## src/rtl/ps2_keycode_source.sv

```systemverilog
// PS/2 set-2 keyboard receiver: filters the PS/2 clock, deframes 11-bit frames and
// turns make/break sequences into a held HID-usage keycode level.
module ps2_keycode_source #(
    parameter int unsigned FILTER_LEN  = 8,
    parameter int unsigned TIMEOUT_CYC = 50000
) (
    input  logic       Clk,
    input  logic       Reset,
    input  logic       ps2_clk,
    input  logic       ps2_data,
    output logic [7:0] keycode,
    output logic       key_press,
    output logic       frame_err,
    output logic       byte_valid,
    output logic [7:0] byte_data
);

    localparam int unsigned FCW = $clog2(FILTER_LEN + 1);
    localparam int unsigned TCW = $clog2(TIMEOUT_CYC + 1);

    typedef enum logic [1:0] {ST_IDLE, ST_EXT, ST_BRK, ST_EXT_BRK} pfx_state_e;

    logic           clk_s1_q, clk_s2_q, dat_s1_q, dat_s2_q;
    logic           fclk_q;
    logic [FCW-1:0] fcnt_q;
    logic           fclk_flip_c, fall_c;
    logic [3:0]     bit_cnt_q;
    logic [7:0]     shift_q;
    logic           par_q;
    logic [TCW-1:0] to_cnt_q;
    logic           bv_q, err1_q;
    logic [7:0]     bd_q;

    pfx_state_e     state_q, state_d;
    logic [7:0]     keycode_q, keycode_d;
    logic [8:0]     held_q, held_d;
    logic           held_vld_q, held_vld_d;
    logic           kp_q, kp_d;
    logic           ferr_q;
    logic           ev_make_c, ev_break_c, ev_ext_c;
    logic [7:0]     hid_c;

    function automatic logic [7:0] hid_map(input logic ext, input logic [7:0] code);
        case ({ext, code})
            9'h05A:  return 8'h28;
            9'h01D:  return 8'h1A;
            9'h01B:  return 8'h16;
            9'h01C:  return 8'h04;
            9'h023:  return 8'h07;
            9'h029:  return 8'h2C;
            9'h076:  return 8'h29;
            9'h175:  return 8'h52;
            9'h172:  return 8'h51;
            9'h16B:  return 8'h50;
            9'h174:  return 8'h4F;
            default: return 8'h00;
        endcase
    endfunction

    // Two-flop synchronisers; pins idle high
    always_ff @(posedge Clk) begin
        if (Reset) begin
            clk_s1_q <= 1'b1;
            clk_s2_q <= 1'b1;
            dat_s1_q <= 1'b1;
            dat_s2_q <= 1'b1;
        end else begin
            clk_s1_q <= ps2_clk;
            clk_s2_q <= clk_s1_q;
            dat_s1_q <= ps2_data;
            dat_s2_q <= dat_s1_q;
        end
    end

    // Filtered clock flips on the FILTER_LEN-th consecutive differing sample
    assign fclk_flip_c = (clk_s2_q != fclk_q) && (fcnt_q == FCW'(FILTER_LEN - 1));
    assign fall_c      = fclk_flip_c && fclk_q;

    always_ff @(posedge Clk) begin
        if (Reset) begin
            fclk_q <= 1'b1;
            fcnt_q <= '0;
        end else if (clk_s2_q == fclk_q) begin
            fcnt_q <= '0;
        end else if (fclk_flip_c) begin
            fclk_q <= ~fclk_q;
            fcnt_q <= '0;
        end else begin
            fcnt_q <= fcnt_q + FCW'(1);
        end
    end

    // Frame deserialiser with inter-edge timeout
    always_ff @(posedge Clk) begin
        if (Reset) begin
            bit_cnt_q <= '0;
            shift_q   <= '0;
            par_q     <= 1'b0;
            to_cnt_q  <= '0;
            bv_q      <= 1'b0;
            bd_q      <= '0;
            err1_q    <= 1'b0;
        end else begin
            bv_q   <= 1'b0;
            err1_q <= 1'b0;
            if (fall_c) begin
                to_cnt_q <= '0;
                if (bit_cnt_q == 4'd0) begin
                    if (dat_s2_q) err1_q <= 1'b1;
                    else          bit_cnt_q <= 4'd1;
                end else if (bit_cnt_q <= 4'd8) begin
                    shift_q   <= {dat_s2_q, shift_q[7:1]};
                    bit_cnt_q <= bit_cnt_q + 4'd1;
                end else if (bit_cnt_q == 4'd9) begin
                    par_q     <= dat_s2_q;
                    bit_cnt_q <= 4'd10;
                end else begin
                    bit_cnt_q <= '0;
                    if (dat_s2_q && (^{shift_q, par_q})) begin
                        bv_q <= 1'b1;
                        bd_q <= shift_q;
                    end else begin
                        err1_q <= 1'b1;
                    end
                end
            end else if (bit_cnt_q != 4'd0) begin
                if (to_cnt_q == TCW'(TIMEOUT_CYC - 1)) begin
                    bit_cnt_q <= '0;
                    to_cnt_q  <= '0;
                    err1_q    <= 1'b1;
                end else begin
                    to_cnt_q <= to_cnt_q + TCW'(1);
                end
            end else begin
                to_cnt_q <= '0;
            end
        end
    end

    always_ff @(posedge Clk) begin
        if (Reset) begin
            state_q    <= ST_IDLE;
            keycode_q  <= '0;
            held_q     <= '0;
            held_vld_q <= 1'b0;
            kp_q       <= 1'b0;
            ferr_q     <= 1'b0;
        end else begin
            state_q    <= state_d;
            keycode_q  <= keycode_d;
            held_q     <= held_d;
            held_vld_q <= held_vld_d;
            kp_q       <= kp_d;
            ferr_q     <= err1_q;
        end
    end

    // Prefix decoding and held-key tracking
    always_comb begin
        state_d    = state_q;
        keycode_d  = keycode_q;
        held_d     = held_q;
        held_vld_d = held_vld_q;
        kp_d       = 1'b0;
        ev_make_c  = 1'b0;
        ev_break_c = 1'b0;
        ev_ext_c   = 1'b0;
        hid_c      = '0;
        if (err1_q) begin
            state_d = ST_IDLE;
        end else if (bv_q) begin
            case (state_q)
                ST_IDLE: begin
                    if (bd_q == 8'hE0)      state_d = ST_EXT;
                    else if (bd_q == 8'hF0) state_d = ST_BRK;
                    else                    ev_make_c = 1'b1;
                end
                ST_EXT: begin
                    if (bd_q == 8'hF0) begin
                        state_d = ST_EXT_BRK;
                    end else begin
                        state_d   = ST_IDLE;
                        ev_make_c = 1'b1;
                        ev_ext_c  = 1'b1;
                    end
                end
                ST_BRK: begin
                    state_d    = ST_IDLE;
                    ev_break_c = 1'b1;
                end
                default: begin
                    state_d    = ST_IDLE;
                    ev_break_c = 1'b1;
                    ev_ext_c   = 1'b1;
                end
            endcase
            hid_c = hid_map(ev_ext_c, bd_q);
            if (ev_make_c && (hid_c != 8'h00)) begin
                keycode_d  = hid_c;
                held_d     = {ev_ext_c, bd_q};
                held_vld_d = 1'b1;
                kp_d       = (hid_c != keycode_q);
            end
            if (ev_break_c && held_vld_q && (held_q == {ev_ext_c, bd_q})) begin
                keycode_d  = '0;
                held_d     = '0;
                held_vld_d = 1'b0;
            end
        end
    end

    assign keycode    = keycode_q;
    assign key_press  = kp_q;
    assign frame_err  = ferr_q;
    assign byte_valid = bv_q;
    assign byte_data  = bd_q;

endmodule
```

## config.mk

```make
export PLATFORM = sky130hd
export DESIGN_NAME = ps2_keycode_source
export DESIGN_NICKNAME = d
export VERILOG_FILES = /design/src/rtl/ps2_keycode_source.sv
export SDC_FILE = /design/constraint.sdc
export NUM_CORES = 1
export LEC_CHECK = 0
export CAP_MARGIN = 20
export CORE_UTILIZATION = 64
export CTS_BUF_LIST = sky130_fd_sc_hd__clkbuf_16
export DETAILED_ROUTE_END_ITERATION = 10
export MAX_ROUTING_LAYER = met4
export PLACE_DENSITY = 0.85
export SYNTH_ARGS = -nofsm -noshare
export SYNTH_HDL_FRONTEND = slang
export SYNTH_SLANG_ARGS = --single-unit
```

## constraint.sdc

```tcl
create_clock -name Clk -period 6 [get_ports Clk]
set_input_delay 0.6 -clock Clk [delete_from_list [all_inputs] [get_ports Clk]]
set_output_delay 0.6 -clock Clk [all_outputs]
set_load 0.03 [all_outputs]
```

==> impl_metrics.yaml, run 1 <==
routing:
  routed_wl_um: 7880
  dr_total_vias: 3055
  dr.first_iter.drc_count: 190
  postRouteAntennaNets: 0
  firstDrtPassIters: 5
  viasPerCell: 6.12
  avgRoutedWirePerCell_um: 15.8
  drc_errors: 0
synthesis:
  syn_area_per_cell_um2: 8.63
  synth_edf_count: 0
  async_flop_share_pct: 0
  yosysWarnings: 0
  yosysUniqueCellTypes: 62
  synth-seq-cells: 69
  syn_nets: 425
  synth.yosys.seq_area_share_pct: 38.5
  syn_inst: 416
  syn_area_mm2: 0.00359
  yosys_most_used_dff: "dfxtp_1"
power:
  power_mw: 1.02
  cellLeakagePower_nw: 1.52
  ir_drop_uv: 209
  powerDensity_mw_per_mm2: 251
layout:
  utilization_pct: 77.7
  area_growth_pct: 13.4
  nFillCells: 353
  finalNetCount: 433
  n_antenna_cell: 0
  multi_input_area_mm2: 0.00203
  stdcell_count: 499
  final_cell_area_mm2: 0.00407
  seqCellArea_mm2: 0.00138
  layout-drive-gt1-share_pct: 7.93
clock_tree:
  ctsHoldBuffers: 0
  cts.htree.levels: 3
  clock_path_buffers: 2
  cts_buffers: 9
  post-cts-setup-buffers: 0
  cts.sinks: 69
  clkTransAtPathRegs_ns: 0.06
  cts-root-buf: "clkbuf_16"
  cts_tree: "yes"
  clk_latency_ns: 0.32
  cts_resized: 0
placed_design:
  place_area_mm2: 0.00375
  dpl.hpwl_um: 5160
  io_buffers: 21
  gp_congestion: 0.947
  dp_worst_setup_slack_ns: 2.89
  place_inst: 482
global_routing:
  grt_usage_pct: 29.3
  overflow: 0
  grt_max_degree: 41
  grt_pass1_wl_um: 13500
  grt_pass1_vias: 2949
  antenna_found_initial: 0
worst_hold_path:
  min_path_type: "register to register"
outcome:
  outcome: "finished, final reports clean"
worst_setup_path:
  startpoint_type: "register"
  arrival_ns: 3.16
  required_ns: 6.21
  cp_max_fo: 17
  critPathKind: "register to register"
  cp-end-kind: "register"
floorplan:
  die_h_um: 76.9
  initial_core_util_pct: 68.5
  die_w_um: 76.9
  core_area_mm2: 0.00524
  dieArea_mm2: 0.00591
  pin_count: 23
  fp-row-count: 26
timing:
  hold_slack_ns: 0.411
  post-route-min-period_ns: 2.95
  timing.final.max_slew_violations: 0
  rsz0062_at_grt: "false"
  period_share_pct: 49.2
  max_clock_freq_mhz: 339
  finalSetupTns_ns: 0
  hold_viol: 0
  fin_worst_skew_ns: 0.00756
  tightest_slew_ns: 0.954
  timing.final.ws_setup_ns: 3.05
  max_slew_margin_pct: 36.0
  setup_viol_count_final: 0
run:
  maxCapViolCount: 0
logic make-up after synthesis:
| family | after synthesis | synth area share [%] |
|---|---|---|
| compound gates | 67 | 13.1 |
| xor+xnor | 36 | 9.17 |
| fa+ha+maj | 6 | 2.02 |
| buf+inv | 36 | 5.09 |
| flops | 69 | 38.5 |
| mux | 17 | 4.74 |
| other cells | 1 | 0.104 |
| simple gates | 184 | 27.3 |
registers in the layout, summed over array words and instances, names as in the netlist, 2 cells and up:
name and flops:
keycode 7, byte_data 8, held_q 9, to_cnt_q 16, fcnt_q 4, bit_cnt_q 4
state_q 2, shift_q 8
layer usage:
layer,wire length (µm),vias up,part of all wire [%],GRT usage [%]
met5,0,-,0,-
met4,177,0,2.2,13.3
met3,266,19,3.4,3.93
met2,3960,85,50,49.3
met1,3470,1474,44,34.7
li1,-,1477,-,-
worst max-delay path: stages, from the launching register on:
cell and delay (ns):
dfxtp_1 0.65, or4b_4 0.55, o31a_1 0.42, o31ai_2 0.88, nor3_1 0.11, a21oi_1 0.17
nor2_1 0.07
worst paths after layout:
path,slack [ns],endpoint,depth (start not counted),from
max,3.05,keycode[3],6,byte_data[7]
min,0.41,dat_s2_q,1,dat_s1_q
max reg2reg,3.05,keycode[3],6,byte_data[7]
min reg2reg,0.41,dat_s2_q,1,dat_s1_q
cell usage after synthesis, types with 4 or more instances:
library cell	instances	area share [%]
nand3_1	11	1.5
buf_2	11	1.5
clkbuf_1	10	1.0
o21ai_0	8	1.1
nor2b_1	4	0.70
xor2_1	13	3.2
or4_1	4	0.84
mux2i_1	17	4.7
nand2b_1	5	0.87
nand2_1	35	3.7
ha_1	5	1.7
or2_2	6	1.0
dfxtp_1	69	38
nor3_1	11	1.5
a22oi_1	7	1.5
a21oi_1	23	3.2
and3_1	9	1.6
inv_1	10	1.0
buf_6	4	1.3
nor3b_1	6	1.3
nor2_1	62	6.5
nand4_1	4	0.70
xnor2_1	22	5.4
cell usage in the layout (no fill, tap or decap), types with 2 or more instances in the layout:
| master | n |
|---|---|
| dfxtp_1 | 69 |
| nor2_1 | 62 |
| nand2_1 | 35 |
| a21oi_1 | 23 |
| xnor2_1 | 22 |
| clkdlybuf4s50_1 | 21 |
| mux2i_1 | 17 |
| xor2_1 | 13 |
| nor3_1 | 11 |
| nand3_1 | 11 |
| inv_1 | 10 |
| and3_1 | 9 |
| clkbuf_16 | 9 |
| o21ai_0 | 8 |
| a22oi_1 | 7 |
| nor3b_1 | 6 |
| or2_2 | 6 |
| nand2b_1 | 5 |
| ha_1 | 5 |
| or4_1 | 4 |
| nand4_1 | 4 |
| nor2b_1 | 4 |
| nand3b_1 | 3 |
| or3b_2 | 3 |
| and3b_1 | 3 |
| o31a_1 | 3 |
| o211ai_1 | 3 |
| or3_1 | 3 |
| a31oi_1 | 3 |
| nor4b_1 | 2 |
| and4_1 | 2 |
| o2111ai_1 | 2 |
| o31ai_1 | 2 |
| nor4bb_1 | 2 |
| a311oi_1 | 2 |
| a211oi_1 | 2 |
| bufinv_16 | 2 |
| clkinv_2 | 2 |
area by class of cell:
| type | count | area share [%] |
|---|---|---|
| multi-input combinational | 311 | 49.8 |
| inverter | 10 | 0.922 |
| clock inverter | 7 | 2.21 |
| sequential | 69 | 33.9 |
| tap | 70 | 2.15 |
| timing repair buffer | 23 | 5.47 |
| clock buffer | 9 | 5.53 |
where the power goes:
group | switching [mW] | internal (mW)
Combinational | 0.00716 | 0.00371
Clock | 0.191 | 0.361
Sequential | 0.000891 | 0.460
(Power assumes the default switching activity.)
==> inputs of run 2 (changes only) <==
--- a/config.mk
+++ b/config.mk
@@ -6,11 +6,11 @@
 export NUM_CORES = 1
 export LEC_CHECK = 0
 export CAP_MARGIN = 20
-export CORE_UTILIZATION = 64
+export CORE_UTILIZATION = 53
 export CTS_BUF_LIST = sky130_fd_sc_hd__clkbuf_16
 export DETAILED_ROUTE_END_ITERATION = 10
 export MAX_ROUTING_LAYER = met4
-export PLACE_DENSITY = 0.85
+export PLACE_DENSITY = 0.75
 export SYNTH_ARGS = -nofsm -noshare
 export SYNTH_HDL_FRONTEND = slang
 export SYNTH_SLANG_ARGS = --single-unit
==> constraint.sdc (replaced) <==
create_clock -name Clk -period 2.6 [get_ports Clk]
set_input_delay 0.26 -clock Clk [delete_from_list [all_inputs] [get_ports Clk]]
set_output_delay 0.26 -clock Clk [all_outputs]
set_load 0.03 [all_outputs]
==> impl_metrics.yaml, run 2 (synthesis gave the netlist of run 1 again) <==
outcome:
  outcome: "complete, but fails checks"
  violations: "DRC"
routing:
  postRouteAntennaNets: 0
  routed-wl-met2_um: 3700
  route.top_layer_used: "met4"
  wl_met1_um: 3720
  dr_total_vias: 3029
  dr.first_iter.drc_count: 272
  routed_wl_um: 7850
  firstDrtPassIters: 10
  viasPerCell: 5.76
  avgRoutedWirePerCell_um: 14.9
  drc_errors: 5
  wl_met3_um: 250
power:
  pwr-share-seq_pct: 44.8
  p_clk_share_pct: 54.1
  p_sw_share_pct: 19.8
  powerDensity_mw_per_mm2: 559
  cellLeakagePower_nw: 1.62
  power_frac_comb_pct: 1.1
  p_sw_mw: 0.471
  ir_drop_uv: 604
  p_int_mw: 1.90
layout:
  largest-register: "to_cnt_q"
  final_cell_mix: "67 x dfxtp_1, 62 x nor2_1, 35 x nand2_1, 23 x a21oi_1"
  seqCellArea_mm2: 0.00138
  area_growth_pct: 18.2
  stdcell_count: 526
  utilization_pct: 65.7
  layout-drive-gt1-share_pct: 12.2
  largest_reg_flops: 16
  layout_commonest_cell: "dfxtp_1"
  multi_input_area_mm2: 0.00203
  finalNetCount: 453
  n_antenna_cell: 0
  final_cell_area_mm2: 0.00424
  nFillCells: 522
  reg_top3: "to_cnt_q x16, held_q x9"
clock_tree:
  cts-root-buf: "clkbuf_16"
  cts.sinks: 69
  clk_latency_ns: 0.33
  clkTransAtPathRegs_ns: 0.06
  clock_path_buffers: 2
  cts_tree: "yes"
  cts.htree.levels: 3
  cts_buffers: 9
global_routing:
  grt_pass1_wl_um: 13200
  grt_usage_pct: 24.3
  overflow: 0
  antenna_found_initial: 0
  grt_pass1_vias: 2853
  grt_max_degree: 40
placed_design:
  gp_congestion: 0.862
  dpl.hpwl_um: 5420
  place_inst: 507
  place_area_mm2: 0.00389
  io_buffers: 21
  dp_worst_setup_slack_ns: 0.0971
timing:
  timing.final.max_slew_violations: 0
  finalSetupTns_ns: 0
  timing.final.ws_setup_ns: 0.109
  max_clock_freq_mhz: 401
  setup_viol_count_final: 0
  max_slew_margin_pct: 55.1
  tightest_slew_ns: 0.667
  period_share_pct: 95.8
  fin_worst_skew_ns: 0.00516
  hold_viol: 0
  post-route-min-period_ns: 2.49
worst_setup_path:
  critical-path-top-delay-family: "compound AO/OA/AOI/OAI gates"
  rr_endpoint: "held_q[0]"
  crit_end: "held_q[0]"
  arrival_ns: 2.70
  critPathKind: "register to register"
  cp_max_fo: 12
  cp.depth: 7
  crit_start: "byte_data[1]"
  critical-path-slowest-cell: "or4b_4"
  required_ns: 2.81
  startpoint_type: "register"
  cp-end-kind: "register"
  r2r_setup_slack_ns: 0.11
  slowest_delay_ns: 0.58
  r2r-start: "byte_data[1]"
  crit_buf_inv: 2
  reg2reg_depth: 7
  crit_chain: "or4b_4 -> o31a_1 -> o31a_1 -> buf_4 -> buf_4 -> a22oi_1 -> nor2_1"
floorplan:
  die_h_um: 84.3
  fp-row-count: 29
  core_area_mm2: 0.00646
  initial_core_util_pct: 55.6
  dieArea_mm2: 0.00711
  pin_count: 23
  die_w_um: 84.3
worst_hold_path:
  min_path_type: "register to register"
run:
  maxCapViolCount: 0
-- run 2: cell types whose count changed in the layout (fill, tap and decap cells not counted), moves of 2 or more --
cell / before / now
dfxtp_2: 0 / 2
clkinv_2: 2 / 0
dfxtp_1: 69 / 67
buf_4: 1 / 22
-- run 2: how the worst min path moves through the flow --
stage | start | end | slack [ns] | cells past startpoint
finish | dat_s1_q | dat_s2_q | 0.41 | 1
global route | dat_s1_q | dat_s2_q | 0.42 | 1
CTS | dat_s1_q | dat_s2_q | 0.42 | 1
detailed placement | dat_s1_q | dat_s2_q | 0.40 | 1
global placement | clk_s1_q | clk_s2_q | 0.40 | 1
floorplan | ps2_clk | clk_s1_q | 0.36 | 1
-- run 2: stage by stage --
step                power (mW)  hold slack [ns]
CTS                       2.39            0.417
global route              2.44            0.424
floorplan                 1.10            0.364
detailed placement        1.11            0.404
finish                    2.37            0.410
global placement          1.11            0.395
-- run 2: power groups by stage --
stage	clock [mW]	combinational, mW	sequential, mW
after floorplan	0	0.0190	1.09
after global placement	0	0.0256	1.09
after detailed placement	0	0.0258	1.09
after CTS	1.31	0.0258	1.06
after global routing	1.35	0.0281	1.06
final	1.29	0.0257	1.06
-- run 2: final cells by class --
class	instances	share of cell area, %
multi-input combinational	311	47.9
timing repair buffer	43	8.84
clock buffer	9	5.31
inverter	10	0.884
clock inverter	7	2.15
tap	77	2.27
sequential	69	32.6
-- run 2: routing by layer --
| metal | GRT usage [%] | vias to the layer above |
|---|---|---|
| li1 | - | 1516 |
| met1 | 29.8 | 1431 |
| met2 | 37.9 | 61 |
| met3 | 5.01 | 21 |
| met4 | 12.1 | 0 |
| met5 | - | - |
-- run 2: timing repair --
action / CTS / global route
setup buffers: 0 / 3
gates resized for setup: 0 / 3
hold buffers: 0 / 0
setup endpoints to repair: 0 / 14
==> inputs of run 3 (changes only) <==
--- a/config.mk
+++ b/config.mk
@@ -5,12 +5,14 @@
 export SDC_FILE = /design/constraint.sdc
 export NUM_CORES = 1
 export LEC_CHECK = 0
+export ABC_CLOCK_PERIOD_IN_PS = 2600
 export CAP_MARGIN = 20
 export CORE_UTILIZATION = 53
 export CTS_BUF_LIST = sky130_fd_sc_hd__clkbuf_16
 export DETAILED_ROUTE_END_ITERATION = 10
 export MAX_ROUTING_LAYER = met4
 export PLACE_DENSITY = 0.75
+export SKIP_LAST_GASP = 1
 export SYNTH_ARGS = -nofsm -noshare
 export SYNTH_HDL_FRONTEND = slang
 export SYNTH_SLANG_ARGS = --single-unit
==> results of run 3 <==
Final layout, timing and power as in run 2 (identical DEF).
